## config.mk

```make
export PLATFORM = sky130hd
export DESIGN_NAME = pipe_adder_flat
export DESIGN_NICKNAME = d
export VERILOG_FILES = /design/src/rtl/pipe_adder_if.sv /design/src/rtl/pipe_adder.sv /design/src/flat_wrapper.sv
export SDC_FILE = /design/constraint.sdc
export NUM_CORES = 1
export LEC_CHECK = 0
export BUFFER_PORTS_ARGS = -buffer_cell sky130_fd_sc_hd__buf_2
export CORE_MARGIN = 2
export CORE_UTILIZATION = 43
export CTS_CLUSTER_SIZE = 10
export DETAILED_ROUTE_END_ITERATION = 12
export HOLD_SLACK_MARGIN = 0.03
export PLACE_DENSITY = 0.72
export SLEW_MARGIN = 25
export SYNTH_ARGS = -nofsm -noshare
export SYNTH_HDL_FRONTEND = slang
export SYNTH_SLANG_ARGS = --single-unit
```

## constraint.sdc

```tcl
create_clock -name clk -period 1.8 [get_ports clk]
set_clock_uncertainty 0.1 [all_clocks]
set_input_delay 0.36 -clock clk [delete_from_list [all_inputs] [get_ports clk]]
set_output_delay 0.36 -clock clk [all_outputs]
set_load 0.01 [all_outputs]
```

## src/rtl/pipe_adder_if.sv

```systemverilog
// pipe_adder_if: operand/result handshake bundle for pipe_adder.
//   in_valid/in_ready/a/b/op : operand beat, producer -> adder
//   out_valid/out_ready/sum  : result beat, adder -> consumer
// master = producer/consumer side, slave = adder side.
interface pipe_adder_if #(
  parameter int unsigned WIDTH = 4
);
  logic             in_valid;
  logic             in_ready;
  logic [WIDTH-1:0] a;
  logic [WIDTH-1:0] b;
  logic [1:0]       op;
  logic             out_valid;
  logic             out_ready;
  logic [WIDTH:0]   sum;

  modport master (
    output in_valid, a, b, op, out_ready,
    input  in_ready, out_valid, sum
  );

  modport slave (
    input  in_valid, a, b, op, out_ready,
    output in_ready, out_valid, sum
  );
endinterface

```

## src/rtl/pipe_adder.sv

```systemverilog
// pipe_adder: pipelined add / subtract / accumulate with valid-ready handshake.
//   clk      : rising-edge clock
//   rst      : asynchronous active-high reset, clears pipeline and accumulator
//   bus      : pipe_adder_if.slave
//              in_valid/in_ready, a, b, op (00 add, 01 sub, 10 acc+=a, 11 acc=0)
//              out_valid/out_ready, sum (WIDTH+1 bits, registered)
// Parameters: WIDTH operand width; STAGES register stages (1..4) from accept to output.
// Optional build macro PIPE_ADDER_SAT_EN: subtract clamps at 0, accumulate clamps at
// all-ones instead of wrapping. Without it both wrap modulo 2^(WIDTH+1).
module pipe_adder #(
  parameter int unsigned WIDTH  = 4,
  parameter int unsigned STAGES = 2
) (
  input  logic        clk,
  input  logic        rst,
  pipe_adder_if.slave bus
);

  localparam int unsigned RW = WIDTH + 1;

  logic [STAGES-1:0] vld;
  logic [RW-1:0]     data [STAGES];
  logic [STAGES-1:0] rdy;        // rdy[k]: stage k may load this cycle
  logic              rdy_run;
  logic [RW-1:0]     acc;
  logic [RW-1:0]     acc_nxt;
  logic [RW-1:0]     result;
  logic [RW-1:0]     ext_a;
  logic [RW-1:0]     ext_b;
  logic              accept;

  assign ext_a = {1'b0, bus.a};
  assign ext_b = {1'b0, bus.b};

`ifdef PIPE_ADDER_SAT_EN
  // One extra bit so accumulate overflow is visible for clamping.
  logic [RW:0] acc_wide;
  assign acc_wide = {1'b0, acc} + {2'b00, bus.a};
`endif

  // Ready ripples back from the consumer: a stage can load if empty or draining.
  always_comb begin
    rdy     = '0;
    rdy_run = bus.out_ready;
    for (int k = int'(STAGES) - 1; k >= 0; k--) begin
      rdy_run = !vld[k] || rdy_run;
      rdy[k]  = rdy_run;
    end
  end

  assign bus.in_ready  = !rst && rdy[0];
  assign accept        = bus.in_valid && bus.in_ready;
  assign bus.out_valid = vld[STAGES-1];
  assign bus.sum       = data[STAGES-1];

  // Arithmetic for the beat being accepted; also the accumulator's next value.
  always_comb begin
    result  = '0;
    acc_nxt = acc;
    case (bus.op)
      2'b00: result = ext_a + ext_b;
      2'b01: begin
`ifdef PIPE_ADDER_SAT_EN
        result = (bus.a < bus.b) ? '0 : (ext_a - ext_b);
`else
        result = ext_a - ext_b;
`endif
      end
      2'b10: begin
`ifdef PIPE_ADDER_SAT_EN
        acc_nxt = acc_wide[RW] ? '1 : acc_wide[RW-1:0];
`else
        acc_nxt = acc + ext_a;
`endif
        result = acc_nxt;
      end
      2'b11: begin
        acc_nxt = '0;
        result  = '0;
      end
      default: begin
        result  = '0;
        acc_nxt = acc;
      end
    endcase
  end

  // Pipeline registers; data only moves with a valid beat so sum holds across bubbles.
  always_ff @(posedge clk or posedge rst) begin
    if (rst) begin
      vld <= '0;
      acc <= '0;
      for (int k = 0; k < int'(STAGES); k++) begin
        data[k] <= '0;
      end
    end else begin
      if (accept) begin
        acc <= acc_nxt;
      end
      if (rdy[0]) begin
        vld[0] <= accept;
        if (accept) begin
          data[0] <= result;
        end
      end
      for (int k = 1; k < int'(STAGES); k++) begin
        if (rdy[k]) begin
          vld[k] <= vld[k-1];
          if (vld[k-1]) begin
            data[k] <= data[k-1];
          end
        end
      end
    end
  end

endmodule

```

## src/flat_wrapper.sv

```systemverilog
// flat-port wrapper written by rule: the top's interface ports become plain ports
module pipe_adder_flat 
#(
  parameter int unsigned WIDTH  = 4,
  parameter int unsigned STAGES = 2
)
  (clk, rst, bus_in_valid, bus_a, bus_b, bus_op, bus_out_ready, bus_in_ready, bus_out_valid, bus_sum);
  pipe_adder_if #(.WIDTH(WIDTH)) bus_i ();
  input  logic clk;
  input  logic rst;
  input wire logic [$bits(bus_i.in_valid)-1:0] bus_in_valid;
  input wire logic [$bits(bus_i.a)-1:0] bus_a;
  input wire logic [$bits(bus_i.b)-1:0] bus_b;
  input wire logic [$bits(bus_i.op)-1:0] bus_op;
  input wire logic [$bits(bus_i.out_ready)-1:0] bus_out_ready;
  output wire logic [$bits(bus_i.in_ready)-1:0] bus_in_ready;
  output wire logic [$bits(bus_i.out_valid)-1:0] bus_out_valid;
  output wire logic [$bits(bus_i.sum)-1:0] bus_sum;
  assign bus_i.in_valid = bus_in_valid;
  assign bus_i.a = bus_a;
  assign bus_i.b = bus_b;
  assign bus_i.op = bus_op;
  assign bus_i.out_ready = bus_out_ready;
  assign bus_in_ready = bus_i.in_ready;
  assign bus_out_valid = bus_i.out_valid;
  assign bus_sum = bus_i.sum;
  pipe_adder #(.WIDTH(WIDTH), .STAGES(STAGES)) u_core (.clk(clk), .rst(rst), .bus(bus_i));
endmodule
```

==> run summary, run 1 <==
status: finished, violations left
violated checks: setup timing
wire per inst: 13.1 microns
crit path cell chain: buf_2 -> inv_1 -> ha_4 -> mux2i_4 -> fa_2 -> a21o_1 -> a21oi_2 -> xnor2_1 -> nor3_1 -> a211o_1
min Tclk post-route: 1.96 ns
Crit Path Category: in -> reg
CP arrival: 2.03 ns
Leakage: 0.000730 uW
slowest cell on the critical path: fa_2
Critical Path Sink Type: flip-flop
critical path required time: 1.88 ns
Synth Cell Area: 1130 sq um
Placed Instances: 163
gr ovfl total: 0
htree depth: 1
sequential fraction of the synthesis area: 37.8%
Max Transition Viols Final: 0
Fin. Hold Viols: 0
DP Area: 1330 sq um
Final nets: 166
Worst Path Max Fanout: 2
FF+latch count, synth: 17
fillers: 229
clk_lat worst skew: 0.28 ns
Iter 0 DRT Violations: 7
final setup violation count: 4
CTS Buffer Depth: 2
Hold Crit Start: bus_out_ready
initial core utilization: 45.5%
final instance area: 1450 sq um
vias after detailed routing: 855
Placeable Area: 2480 sq um
max-cap violation count: 0
n_diodes: 0
register-to-register setup slack: -0.14 ns
max_slew headroom: 87.0%
Clk pin slew, worst setup/hold paths: 0.09 ns
Syn Nets: 130
crit share post-route: 109%
GP Congestion: 0.753
antenna-violating nets left: 0
worst vdd ir: 0.000546 V
post-DP HPWL: 1800 microns
PwrDens: 947 nW/um^2
Avg Inst Size Synth: 10.7 sq um
Synth cell types: 33
Post-synth EDFFs: 0
Total GRT Usage: 17.2%
CP Launch Type: input port
DIE HEIGHT: 55.2 microns
Worst-Margin Slew: 0.190 ns
total iterations of the first detailed-routing run: 4
routed vias/inst: 5.03
synth warn: 0
Hold WS: 0.266 ns
Num CTS Buffers: 3
RR Startpoint: u_core.acc[0]$_DFFE_PP0P_
DRC Markers: 0
I/O Buffers: 20
WP depth: 10
drt total wl: 2220 microns
pin count of the biggest net entering global routing: 18
Synth Instances: 105
die width: 55.2 microns
CTS sink cnt: 17
hold depth: 3
fmax: 511 MHz
hold endpoint: u_core.vld[1]$_DFFE_PP0P_
Final WS setup: -0.157 ns
vias in the first global route: 881
initial antenna violation count: 0
hold crit path type: in -> reg
Ports: 21
largest stage delay on the critical path: 0.40 ns
CTS Root Cell: clkbuf_4
DP Worst Slack: -0.457 ns
share of cells above drive strength 1: 45.7%
global-route wire length before repair: 3620 microns
fin util: 58.4%
Layout Cells excl Fill: 170
ys flop type: dfrtp_1
RSZ-0062 raised after global routing: true
CP delay by family, top: adder cells
RR Endpoint: u_core.data[9]$_DFFE_PP0P_
FP Rows: 18
Synth async-reset ratio: 100%
CTS tree: yes
die area: 3040 sq um
area grow syn2layout: 28.4%
R2R depth: 7
Critical path buffers and inverters: 2
[worst register-to-register path, stage by stage (launching register included)]
cell	delay, ns
dfrtp_1	0.39
ha_2	0.19
fa_2	0.34
a21o_1	0.20
a21oi_4	0.14
xor2_1	0.15
nor3_1	0.06
a211o_1	0.27
[cell usage after synthesis (2+ instances only)]
master    count  share of area [%]
dfrtp_1      17                 38
ha_1          9                 10
nand2_1       9                3.0
buf_4         6                4.0
a21oi_1       5                2.2
inv_1         5                1.7
nor3_1        5                2.2
xnor2_1       5                3.9
a21o_1        4                2.7
mux2_2        4                4.0
mux2_1        3                3.0
mux2i_1       3                2.7
nor2_1        3                1.0
xor2_1        3                2.3
fa_1          2                3.6
nand2b_1      2                1.1
nand2b_2      2                1.6
o21ai_1       2               0.89
o31ai_1       2                1.3
[timing repair]
item,4_1_cts,5_1_grt
gates resized for setup,7,5
setup buffers,1,2
pin swaps,9,3
endpoints found under the setup margin,5,7
hold buffers,1,1
endpoints found under the hold margin,17,17
[cells in the final DEF, fill, tap and decap left out, types with 2 or more instances in the layout]
cell type and n:
a21o_1 4, a21oi_1 2, a21oi_2 4, buf_2 19
buf_4 15, buf_6 3, clkbuf_4 3, dfrtp_1 17
fa_2 2, ha_1 7, inv_1 5, mux2_1 3
mux2_2 4, mux2i_1 2, nand2_1 9, nand2b_1 2
nand2b_2 2, nor2_1 2, nor3_1 5, o21ai_1 2
o31ai_1 2, xnor2_1 4, xor2_1 3
[worst max path at each step]
stage,start,end,slack [ns]
after detailed placement,bus_b[1],u_core.data[9]$_DFFE_PP0P_,-0.46
after CTS,u_core.acc[0]$_DFFE_PP0P_,u_core.data[9]$_DFFE_PP0P_,-0.17
final,bus_b[0],u_core.data[9]$_DFFE_PP0P_,-0.16
after floorplan,bus_op[1],u_core.data[9]$_DFFE_PP0P_,-0.24
after global routing,u_core.acc[0]$_DFFE_PP0P_,u_core.data[9]$_DFFE_PP0P_,-0.29
after global placement,bus_b[0],u_core.data[9]$_DFFE_PP0P_,-0.37
[area by class of cell]
type                    instances  area [sq um]  share of cell area, %
multi-input cells              75           683                   47.2
well taps                      30          37.5                   2.60
inverters                       6          22.5                   1.56
flip-flops and latches         17           425                   29.4
repair buffers                 38           251                   17.4
clock buffers                   4          26.3                   1.82
[report_power, final]
group          switching (uW)  leakage [uW]  internal [uW]  total, uW
combinational             277      0.000503            329        606
clock                     109     0.0000150           85.9        194
sequential               69.6      0.000213            500        570
[per-layer routing]
layer / track usage [%] / wire, microns / vias to the layer above
met4: 10.2 / 60 / 0
met2: 29.6 / 1100 / 22
met1: 20.6 / 985 / 398
met5: 0 / 0 / -
met3: 1.88 / 76 / 6
li1: - / - / 429
[registers in the layout (all words and copies together), names as in the netlist]
signal and count:
u_core.acc 5, u_core.bus.sum 5, u_core.data 5, u_core.vld 2
[cells by family (layout without fill, tap and decap cells)]
logic type	count (synthesis)	count (layout)	synth area share, %
AND/OR/NAND/NOR	28	28	14.4
flip-flops	17	17	37.8
XOR/XNOR	8	8	6.22
AO/OA/AOI/OAI	18	18	11.3
buffers and inverters	13	48	7.00
multiplexers	10	10	9.67
adder cells (fa/ha/maj)	11	11	13.6
[stage by stage]
stage | setup TNS (ns) | power (uW)
3_3_place_gp | -1.41 | 1090
2_1_floorplan | -0.535 | 992
3_5_place_dp | -1.79 | 1130
6_report | -0.429 | 1370
5_1_grt | -0.807 | 1490
4_1_cts | -0.346 | 1360
(Power assumes the default switching activity.)
==> run 2: changes to the inputs <==
==> constraint.sdc (replaced) <==
create_clock -name clk -period 1.7 [get_ports clk]
set_clock_uncertainty 0.1 [all_clocks]
set_input_delay 0.34 -clock clk [delete_from_list [all_inputs] [get_ports clk]]
set_output_delay 0.34 -clock clk [all_outputs]
set_load 0.01 [all_outputs]
==> run summary, run 2 (synthesis results as in run 1) <==
Overall Power: 1430 uW
pin count of the biggest net entering global routing: 18
CTS Root Cell: clkbuf_4
Final nets: 165
initial core utilization: 45.5%
vias in the first global route: 823
die width: 55.2 microns
CP arrival: 2.02 ns
slowest cell on the critical path: dfrtp_1
PwrDens: 1010 nW/um^2
Hold WS: 0.244 ns
total iterations of the first detailed-routing run: 4
min Tclk post-route: 1.93 ns
CTS Buffer Depth: 2
global-route wire length before repair: 3630 microns
post-DP HPWL: 1690 microns
critical path required time: 1.79 ns
most common cell after layout, fill and taps aside: buf_2
FP Rows: 18
largest stage delay on the critical path: 0.40 ns
Total GRT Usage: 17.4%
share of cells above drive strength 1: 46.0%
Placeable Area: 2480 sq um
crit share post-route: 114%
Leakage: 0.000713 uW
Final WS setup: -0.231 ns
area grow syn2layout: 26.3%
CTS sink cnt: 17
status: finished, violations left
Worst Path Max Fanout: 2
DIE HEIGHT: 55.2 microns
CP delay by family, top: compound AO/OA/AOI/OAI gates
routed vias/inst: 5.02
Num CTS Buffers: 3
antenna-violating nets left: 0
gr ovfl total: 0
clk_lat worst skew: 0.30 ns
hold crit path type: in -> reg
max_slew headroom: 85.2%
htree depth: 1
most frequent cells in the layout: 18 x buf_2, 17 x dfrtp_1, 16 x buf_4
Clk pin slew, worst setup/hold paths: 0.10 ns
drt total wl: 2160 microns
Iter 0 DRT Violations: 3
Critical Path Sink Type: flip-flop
initial antenna violation count: 0
Ports: 21
violated checks: setup timing
fmax: 518 MHz
Crit Path Category: reg -> reg
CTS tree: yes
worst vdd ir: 0.000514 V
Critical path buffers and inverters: 0
Register Area: 425 sq um
DRC Markers: 0
final setup violation count: 2
fillers: 219
area of the multi-input gates: 668 sq um
I/O Buffers: 20
Worst-Margin Slew: 0.218 ns
crit path cell chain: ha_2 -> fa_2 -> a21o_1 -> a21oi_4 -> xor2_1 -> nor3_1 -> a211o_1
Fin. Hold Viols: 0
n_diodes: 0
wire per inst: 12.8 microns
die area: 3040 sq um
GP Congestion: 0.749
CP Launch Type: flip-flop
Max Transition Viols Final: 0
max-cap violation count: 0
vias after detailed routing: 848
RSZ-0062 raised after global routing: true
-- run 2: changes by cell type in the layout (fill, tap and decap cells not counted), sizes merged --
cell / delta
buf: -1
-- run 2: report_power, final --
group	internal (uW)	total [uW]	leakage, uW	switching, uW
clock	91.5	219	0.0000150	127
sequential	529	602	0.000213	73.1
combinational	331	610	0.000486	279
total	952	1430	0.000713	480
-- run 2: through the flow --
step	setup slack (ns)	cells	instance area (sq um)	util [%]	setup TNS (ns)
CTS	-0.266	169	1420	57.3	-0.485
detailed placement	-0.471	163	1330	53.8	-1.86
global route	-0.296	169	1420	57.4	-0.743
global placement	-0.431	163	1330	53.8	-1.72
floorplan	-0.323	105	1140	-	-0.775
finish	-0.231	169	1420	57.4	-0.406
-- run 2: area by class of cell --
cell class	instances	area share [%]
Timing Repair Buffer	37	17.1
Tap cell	30	2.64
Sequential cell	17	29.9
Multi-Input combinational cell	75	47.0
Clock buffer	4	1.85
Inverter	6	1.58
-- run 2: worst paths after layout --
check                                      startpoint                            end  slack, ns  cells past startpoint
max in group asynchronous                         rst      u_core.acc[1]$_DFFE_PP0P_       0.79                      4
setup reg to reg            u_core.acc[0]$_DFFE_PP0P_     u_core.data[9]$_DFFE_PP0P_      -0.23                      7
min in group asynchronous                         rst      u_core.acc[3]$_DFFE_PP0P_       0.51                      4
setup / recovery            u_core.acc[0]$_DFFE_PP0P_     u_core.data[9]$_DFFE_PP0P_      -0.23                      7
hold reg to reg            u_core.data[6]$_DFFE_PP0P_  u_core.bus.sum[1]$_DFFE_PP0P_       0.40                      1
hold / removal                          bus_out_ready      u_core.vld[1]$_DFFE_PP0P_       0.24                      3
-- run 2: worst register-to-register path, stage by stage, from the launching register on --
cell and delay, ns:
dfrtp_1 0.40, ha_2 0.19, fa_2 0.34, a21o_1 0.19, a21oi_4 0.14, xor2_1 0.15
nor3_1 0.06, a211o_1 0.27
-- run 2: repair_timing --
action | 4_1_cts | 5_1_grt
setup endpoints to repair | 4 | 6
endpoints found under the hold margin | 17 | 0
resized for setup | 9 | 3
pin swaps | 9 | 4
setup buffers | 1 | 0
hold buffers | 1 | 0
-- run 2: layer usage --
metal  track usage, %  wire length (microns)  up-vias  share of wire [%]
li1                 -                      -      422                  -
met1             21.1                    924      401                 43
met2             29.0                   1090       20                 50
met3             2.42                     85        5                3.9
met4             11.0                     66        0                3.1
met5                0                      0        -                  0
